File: src/rtl/seq_player.sv
// seq_player: playback side of the 16-step beat store.
// Walks the 16 pitch slots at a programmable tempo and presents one pitch per
// step with a 50% gate plus step/bar strobes for the downstream tone generator.
// Optional build macro SEQ_PLAYER_LOOP_LEN_EN adds a loop_last input that
// shortens the loop so it wraps after step loop_last instead of step 15.
module seq_player #(
    parameter int PERIOD_W  = 24,
    parameter int NUM_STEPS = 16
) (
    input  logic                clk,
    input  logic                rst,
    input  logic [2:0]          beats [0:NUM_STEPS-1],
    input  logic                play,
    input  logic                stop,
    input  logic [PERIOD_W-1:0] period,
`ifdef SEQ_PLAYER_LOOP_LEN_EN
    input  logic [3:0]          loop_last,
`endif
    output logic [3:0]          step_index,
    output logic [2:0]          pitch_out,
    output logic                gate,
    output logic                step_strobe,
    output logic                bar_strobe,
    output logic                playing
);

    localparam logic [0:0] IDLE = 1'b0;
    localparam logic [0:0] PLAY = 1'b1;

    logic [0:0]          state_q, state_d;
    logic [PERIOD_W-1:0] cnt_q, cnt_d;
    logic [PERIOD_W-1:0] period_q, period_d;
    logic [3:0]          step_q, step_d;
    logic [2:0]          pitch_q, pitch_d;
    logic                gate_q, gate_d;
    logic                stepStrobe_q, stepStrobe_d;
    logic                barStrobe_q, barStrobe_d;

    logic [PERIOD_W-1:0] periodClamped;
    logic [PERIOD_W-1:0] lastCnt;
    logic [PERIOD_W-1:0] halfCnt;
    logic [3:0]          nextStep;

    // A step shorter than two cycles would leave no room for the gate to fall,
    // so tiny tempo periods are raised to two.
    assign periodClamped = (period < PERIOD_W'(2)) ? PERIOD_W'(2) : period;
    assign lastCnt       = period_q - PERIOD_W'(1);
    assign halfCnt       = (period_q >> 1) - PERIOD_W'(1);

`ifdef SEQ_PLAYER_LOOP_LEN_EN
    // Wrap after loop_last; a loop_last that was lowered below the current
    // step mid-bar also sends us straight back to step 0.
    assign nextStep = (step_q >= loop_last) ? 4'd0 : step_q + 4'd1;
`else
    // Full 16-step loop; the 4-bit add wraps 15 back to 0 on its own.
    assign nextStep = step_q + 4'd1;
`endif

    // Next-state logic: start on play, abort on stop, otherwise count through
    // the step and latch the next slot at each boundary.
    always_comb begin
        state_d      = state_q;
        cnt_d        = cnt_q;
        period_d     = period_q;
        step_d       = step_q;
        pitch_d      = pitch_q;
        gate_d       = gate_q;
        stepStrobe_d = 1'b0;
        barStrobe_d  = 1'b0;
        case (state_q)
            IDLE: begin
                if (play && !stop) begin
                    state_d      = PLAY;
                    cnt_d        = '0;
                    period_d     = periodClamped;
                    step_d       = 4'd0;
                    pitch_d      = beats[0];
                    gate_d       = (beats[0] != 3'd0);
                    stepStrobe_d = 1'b1;
                    barStrobe_d  = 1'b1;
                end
            end
            PLAY: begin
                if (stop) begin
                    state_d  = IDLE;
                    cnt_d    = '0;
                    step_d   = 4'd0;
                    pitch_d  = 3'd0;
                    gate_d   = 1'b0;
                end else if (cnt_q == lastCnt) begin
                    cnt_d        = '0;
                    period_d     = periodClamped;
                    step_d       = nextStep;
                    pitch_d      = beats[nextStep];
                    gate_d       = (beats[nextStep] != 3'd0);
                    stepStrobe_d = 1'b1;
                    barStrobe_d  = (nextStep == 4'd0);
                end else begin
                    cnt_d = cnt_q + PERIOD_W'(1);
                    if (cnt_q == halfCnt) begin
                        gate_d = 1'b0;
                    end
                end
            end
            default: begin
                state_d = IDLE;
            end
        endcase
    end

    // State registers; reset drops everything to silent IDLE on the next edge.
    always_ff @(posedge clk) begin
        if (rst) begin
            state_q      <= IDLE;
            cnt_q        <= '0;
            period_q     <= PERIOD_W'(2);
            step_q       <= 4'd0;
            pitch_q      <= 3'd0;
            gate_q       <= 1'b0;
            stepStrobe_q <= 1'b0;
            barStrobe_q  <= 1'b0;
        end else begin
            state_q      <= state_d;
            cnt_q        <= cnt_d;
            period_q     <= period_d;
            step_q       <= step_d;
            pitch_q      <= pitch_d;
            gate_q       <= gate_d;
            stepStrobe_q <= stepStrobe_d;
            barStrobe_q  <= barStrobe_d;
        end
    end

    assign step_index  = step_q;
    assign pitch_out   = pitch_q;
    assign gate        = gate_q;
    assign step_strobe = stepStrobe_q;
    assign bar_strobe  = barStrobe_q;
    assign playing     = (state_q == PLAY);

endmodule

File: config.mk
export PLATFORM = sky130hd
export DESIGN_NAME = seq_player
export DESIGN_NICKNAME = d
export VERILOG_FILES = /design/src/rtl/seq_player.sv
export SDC_FILE = /design/constraint.sdc
export NUM_CORES = 1
export LEC_CHECK = 0
export CORE_AREA = 2 2 125 127
export DETAILED_ROUTE_END_ITERATION = 12
export DIE_AREA = 0 0 127 129
export GPL_TIMING_DRIVEN = 0
export PLACE_DENSITY = 0.56
export SLEW_MARGIN = 30
export SYNTH_ARGS = -nofsm -noshare
export SYNTH_HDL_FRONTEND = slang
export SYNTH_SLANG_ARGS = --single-unit
File: constraint.sdc
create_clock -name clk -period 3.6 [get_ports clk]
set_input_delay 0.72 -clock clk [delete_from_list [all_inputs] [get_ports clk]]
set_output_delay 0.72 -clock clk [all_outputs]
set_load 0.01 [all_outputs]
**Word level (Yosys, flattened, before mapping)**

Index checks and enable logic that the tools add are counted.

- Logic and storage cells: 65
- Output and inout port bits: 11
- Flip-flop bits (word level): 59
- Bits of input ports: 76

- Bitwise logic cells: 2
- Reduce and logical (&&, ||, !) cells: 8
- Order comparisons: 2
- Mux-type cells: 34
- Equal/unequal tests: 7
- Add/subtract/negate cells: 4

Operator list:

| operator | count |
|---|---|
| 2-to-1 mux 24 bit | 7 |
| one-hot mux 24 bit (2 select lines) | 2 |
| == test 24 bit | 2 |
| adder 24 x 1 -> 24 bit, second input constant | 1 |
| less-than comparator 24 x 2 -> 1 bit, second input constant | 1 |
| subtractor 23 x 1 -> 24 bit, second input constant | 1 |
| subtractor 24 x 1 -> 24 bit, second input constant | 1 |
| 2-to-1 mux 3 bit | 5 |
| binary-select mux 3 bit (select 4 bit) | 1 |
| 2-to-1 mux 4 bit | 3 |
| 2-to-1 mux 1 bit | 10 |
| one-hot mux 1 bit (2 select lines) | 4 |
| one-hot mux 4 bit (2 select lines) | 1 |
| one-hot mux 3 bit (2 select lines) | 1 |
| nonzero test 3 bit | 2 |
| >= comparator 5 bit, second input constant | 1 |
| inverter 4 -> 5 bit | 1 |
| adder 4 x 1 -> 4 bit, second input constant | 1 |
| zero test 4 bit | 1 |
| != test 2 bit, second input constant | 2 |
| != test 4 x 2 -> 1 bit, second input constant | 1 |
| AND reduction 2 bit | 2 |
| != test 3 x 2 -> 1 bit, second input constant | 1 |
| AND reduction 3 bit | 1 |
| other kinds (4) | 4 |

**Depth between registers and ports, before layout**

Gate-level depths: netlist (run 1).

- Depth in word-level cells: 9
- Mapped depth: 13
- Gate-level depth less buffers: 10

**Worst setup path after synthesis (run 1)**

OpenSTA, ideal clock, no wires.

- Path kind: register to register
- Start point: register period_q[2]
- End point: register gate_q, in the netlist gate
- Setup slack: 0.576 ns
- Data arrival time: 2.899 ns
- Period minus slack after synthesis: 3.024 ns
- Cell stages (with the launch flop): 12
- Required time: 3.474 ns
- Path through: dfxtp_1 buf_2 inv_1 ha_1 or3b_2 or4_1 a32o_1 a2111oi_2 nand4_1 a2111oi_2 or2_2 a21oi_2

- Word-level cells in the longest chain between the ends: 5
- Elaborated cells on any way between the ends: 9
- Those cells by class: add/sub: 2; eq/ne: 3; mux: 3; reduce/logical: 1

RTL lines:

| item | line | text |
|---|---|---|
| from (decl) | 32 | `logic [PERIOD_W-1:0] period_q, period_d;` |
| from (signal assigned) | 125 | `period_q <= period_d;` |
| subtractor 24 x 1 -> 24 bit | 47 | `assign lastCnt = period_q - PERIOD_W'(1);` |
| == test 24 bit | 90 | `end else if (cnt_q == lastCnt) begin` |
| 2-to-1 mux 1 bit | 90 |  |
| 2-to-1 mux 1 bit | 84 | `if (stop) begin` |
| one-hot mux 1 bit (2 select lines) | 70 | `case (state_q)` |
| to (signal assigned) | 128 | `gate_q <= gate_d;` |
| to (decl) | 35 | `logic gate_q, gate_d;` |

Several ways; a longest one is shown, not always the timed one.
A chain may end at the register's enable or synchronous reset.

**Worst setup path after layout (run 1)**

- Start point: register period_q[1]
- End point: register gate_q, in the netlist gate

Same word-level chain as after synthesis.

==> results_dict.tcl, run 1 <==
set metrics [dict create \
    status "finished clean" \
    globalRouteTotalUtil 0.2072 \
    port-buffer-count 84 \
    worst_path_max_delay_cell "or3b_2" \
    instances_no_fill 930 \
    wirelength_mm 16.87 \
    startpoint_type "flip-flop" \
    final_hold_viol_count 0 \
    slew_headroom 0.4416 \
    async_reset_ff_frac 0 \
    nNetsFinal 819 \
    yosysTopAreaCell "dfxtp_1" \
    routabilityCongestion 0.9416 \
    ant_nets 0 \
    synth_top_area_frac 0.2288 \
    grt_pass1_wl_mm 27.10 \
    cts.reportedPaths.clkPinSlew_ns 0.05 \
    start_util 0.3446 \
    finalCritPeriodShare 0.9601 \
    power_mw 2.092 \
    final.min_clock_period_ns 3.456 \
    drc 0 \
    drive_gt1_frac 0.09569 \
    finClkSkew_ns 0.006688 \
    die_h_um 129 \
    p_leak_nw 2.285 \
    final-setup-viol-count 0 \
    yosys_warnings 0 \
    hold_path_class "flip-flop to flip-flop" \
    hpwl_mm 13.47 \
    cts_tree "yes" \
    endpoint_kind "flip-flop" \
    cp.arrival_ns 3.67 \
    fp-row-count 45 \
    fmax_mhz 289.3 \
    grt_pass1_vias 5151 \
    path_cells "inv_1 -> ha_2 -> or3b_2 -> or4_1 -> a32o_1 -> a2111oi_2 -> nand4_1 -> a2111oi_4 -> or2_2 -> a21oi_2" \
    required_ns 3.82 \
    synth_seq_cells 59 \
    cpPeakStageDelay_ns 0.50 \
    r2r_setup_slack_ns 0.14 \
    drt_iter0_drc 321 \
    viasPerCell 5.772 \
    antenna_cells 0 \
    ys_top_cells_by_count "dfxtp_1, nor2_1, clkbuf_1, xnor2_1, nand3_1" \
    place_inst 914 \
    cts_buffers 9 \
    synth_seq_area_share 0.2288 \
    cts_root_buf "clkbuf_16" \
    synth-edff-count 0 \
    wire_per_inst_um 18.14 \
    syn-num-nets 723 \
    area_growth_pct 27.49 \
    ios 87 \
    antenna_found_initial 0 \
    worst_pin_slew_ns 0.8348 \
    core_area_sq_um 14980 \
    die_w_um 127 \
    drt_first_pass_iters 5 \
    synth.area.top_cells "dfxtp_1, xnor2_1, xor2_1, mux4_2, nand4_1" \
    clock_latency_ns 0.34 \
    vias 5368 \
    ir_drop_uv 212.9 \
    cap_violations 0 \
    overflow 0 \
    cellPowerDensity_nw_per_um2 318.0 \
    slew_violations 0 \
    cp_max_fo 7 \
    die_area_sq_um 16380 \
    yosysUniqueCellTypes 69 \
    syn-cell-area_sq_um 5161 \
    clock-sinks 59 \
    syn_inst 642 \
    grt_max_degree 11 \
    avgSynthCellArea_sq_um 8.039 \
    setup.worst_path.class "flip-flop to flip-flop" \
    synthFlopType "dfxtp_1" \
    htree_levels 3 \
    cts_buffer_depth 2 \
]
[critical path, delay by kind of cell (launching register included)]
kind | cells | cell delay (ns)
AO/OA/AOI/OAI | 4 | 1.15
buffers and inverters | 1 | 0.17
flip-flops | 1 | 0.34
AND/OR/NAND/NOR | 4 | 1.41
adder cells (fa/ha/maj) | 1 | 0.28
[registers in the layout (all words and copies together), names as in the netlist]
name	cells
bar_strobe	1
cnt_q	24
gate	1
period_q	24
pitch_out	3
playing	1
step_index	4
step_strobe	1
[area by class of cell]
cell class / count / area, sq um
plain buffers: 72 / 306.5
clock buffers: 13 / 270.3
clock inverters: 2 / 10.01
fillers: 1531 / 8397
inverters: 12 / 45.04
multi-input cells: 499 / 3684
flip-flops and latches: 59 / 1181
well taps: 188 / 235.2
repair buffers: 85 / 848.3
[cells by family after synthesis]
| family | Yosys count | synth area share |
|---|---|---|
| AO/OA/AOI/OAI | 94 | 0.1290 |
| XOR/XNOR | 83 | 0.1408 |
| adder cells (fa/ha/maj) | 5 | 0.01212 |
| buffers and inverters | 84 | 0.06764 |
| flip-flops | 59 | 0.2288 |
| multiplexers | 23 | 0.07418 |
| AND/OR/NAND/NOR | 294 | 0.3474 |
[per-stage QoR]
stage / setup slack [ns] / TNS, ns / util / area [sq um] / hold slack (ns)
2_1_floorplan: 0.5756 / 0 / - / 5161 / 0.5202
3_3_place_gp: -0.1453 / -4.369 / 0.4165 / 6237 / 0.4991
3_5_place_dp: -0.1241 / -3.054 / 0.4165 / 6237 / 0.4962
4_1_cts: 0.03108 / 0 / 0.4365 / 6538 / 0.5091
5_1_grt: -0.02195 / -0.02195 / 0.4393 / 6580 / 0.5330
6_report: 0.1435 / 0 / 0.4393 / 6580 / 0.5043
[metal layers]
layer | wire (um) | track usage | vias up
met5 | 0 | 0 | -
met4 | 313 | 0.05947 | 0
met3 | 821 | 0.04449 | 27
met2 | 8271 | 0.3517 | 154
met1 | 7465 | 0.2664 | 2595
li1 | - | - | 2592
[cell usage in the layout, fill, tap and decap left out, drive strengths merged, types with 4 or more instances in the layout]
master,count
nor2b,7
and3,7
nor4b,23
clkbuf,66
nand2b,6
a31oi,28
nor2,59
clkdlybuf4s50,84
o21ai,10
xor2,40
a21oi,19
inv,12
or4b,22
buf,20
nor3,14
mux4,12
nor4,20
nand3,41
mux2i,9
nand2,27
dfxtp,59
or2,4
nand4,38
or4,6
xnor2,43
or3,5
ha,5
[where the power goes]
group          leakage [nW]  internal (mW)  switching (mW)
clock network         0.141          0.515           0.296
registers             0.480          0.681          0.0180
logic                  1.66          0.265           0.318
[worst paths after layout]
kind,cells past startpoint,from,endpoint
worst min register to register,2,pitch_out[0],pitch_out[0]
worst min-delay path,2,pitch_out[0],pitch_out[0]
worst max register to register,10,period_q[1],gate
worst max-delay path,10,period_q[1],gate
[what timing repair did]
action,4_1_cts,5_1_grt
setup buffers,1,0
gates resized for setup,2,12
setup endpoints to repair,45,43
hold buffers,0,0
pin swaps,0,0
(Power assumes the default switching activity.)
==> run 2: changes to the inputs <==
--- a/config.mk
+++ b/config.mk
@@ -6,6 +6,7 @@
 export NUM_CORES = 1
 export LEC_CHECK = 0
 export CORE_AREA = 2 2 125 127
+export CTS_CLUSTER_SIZE = 12
 export DETAILED_ROUTE_END_ITERATION = 12
 export DIE_AREA = 0 0 127 129
 export GPL_TIMING_DRIVEN = 0
==> results of run 2 <==
Same layout as run 1: the final DEF is identical, and so are final timing and power.
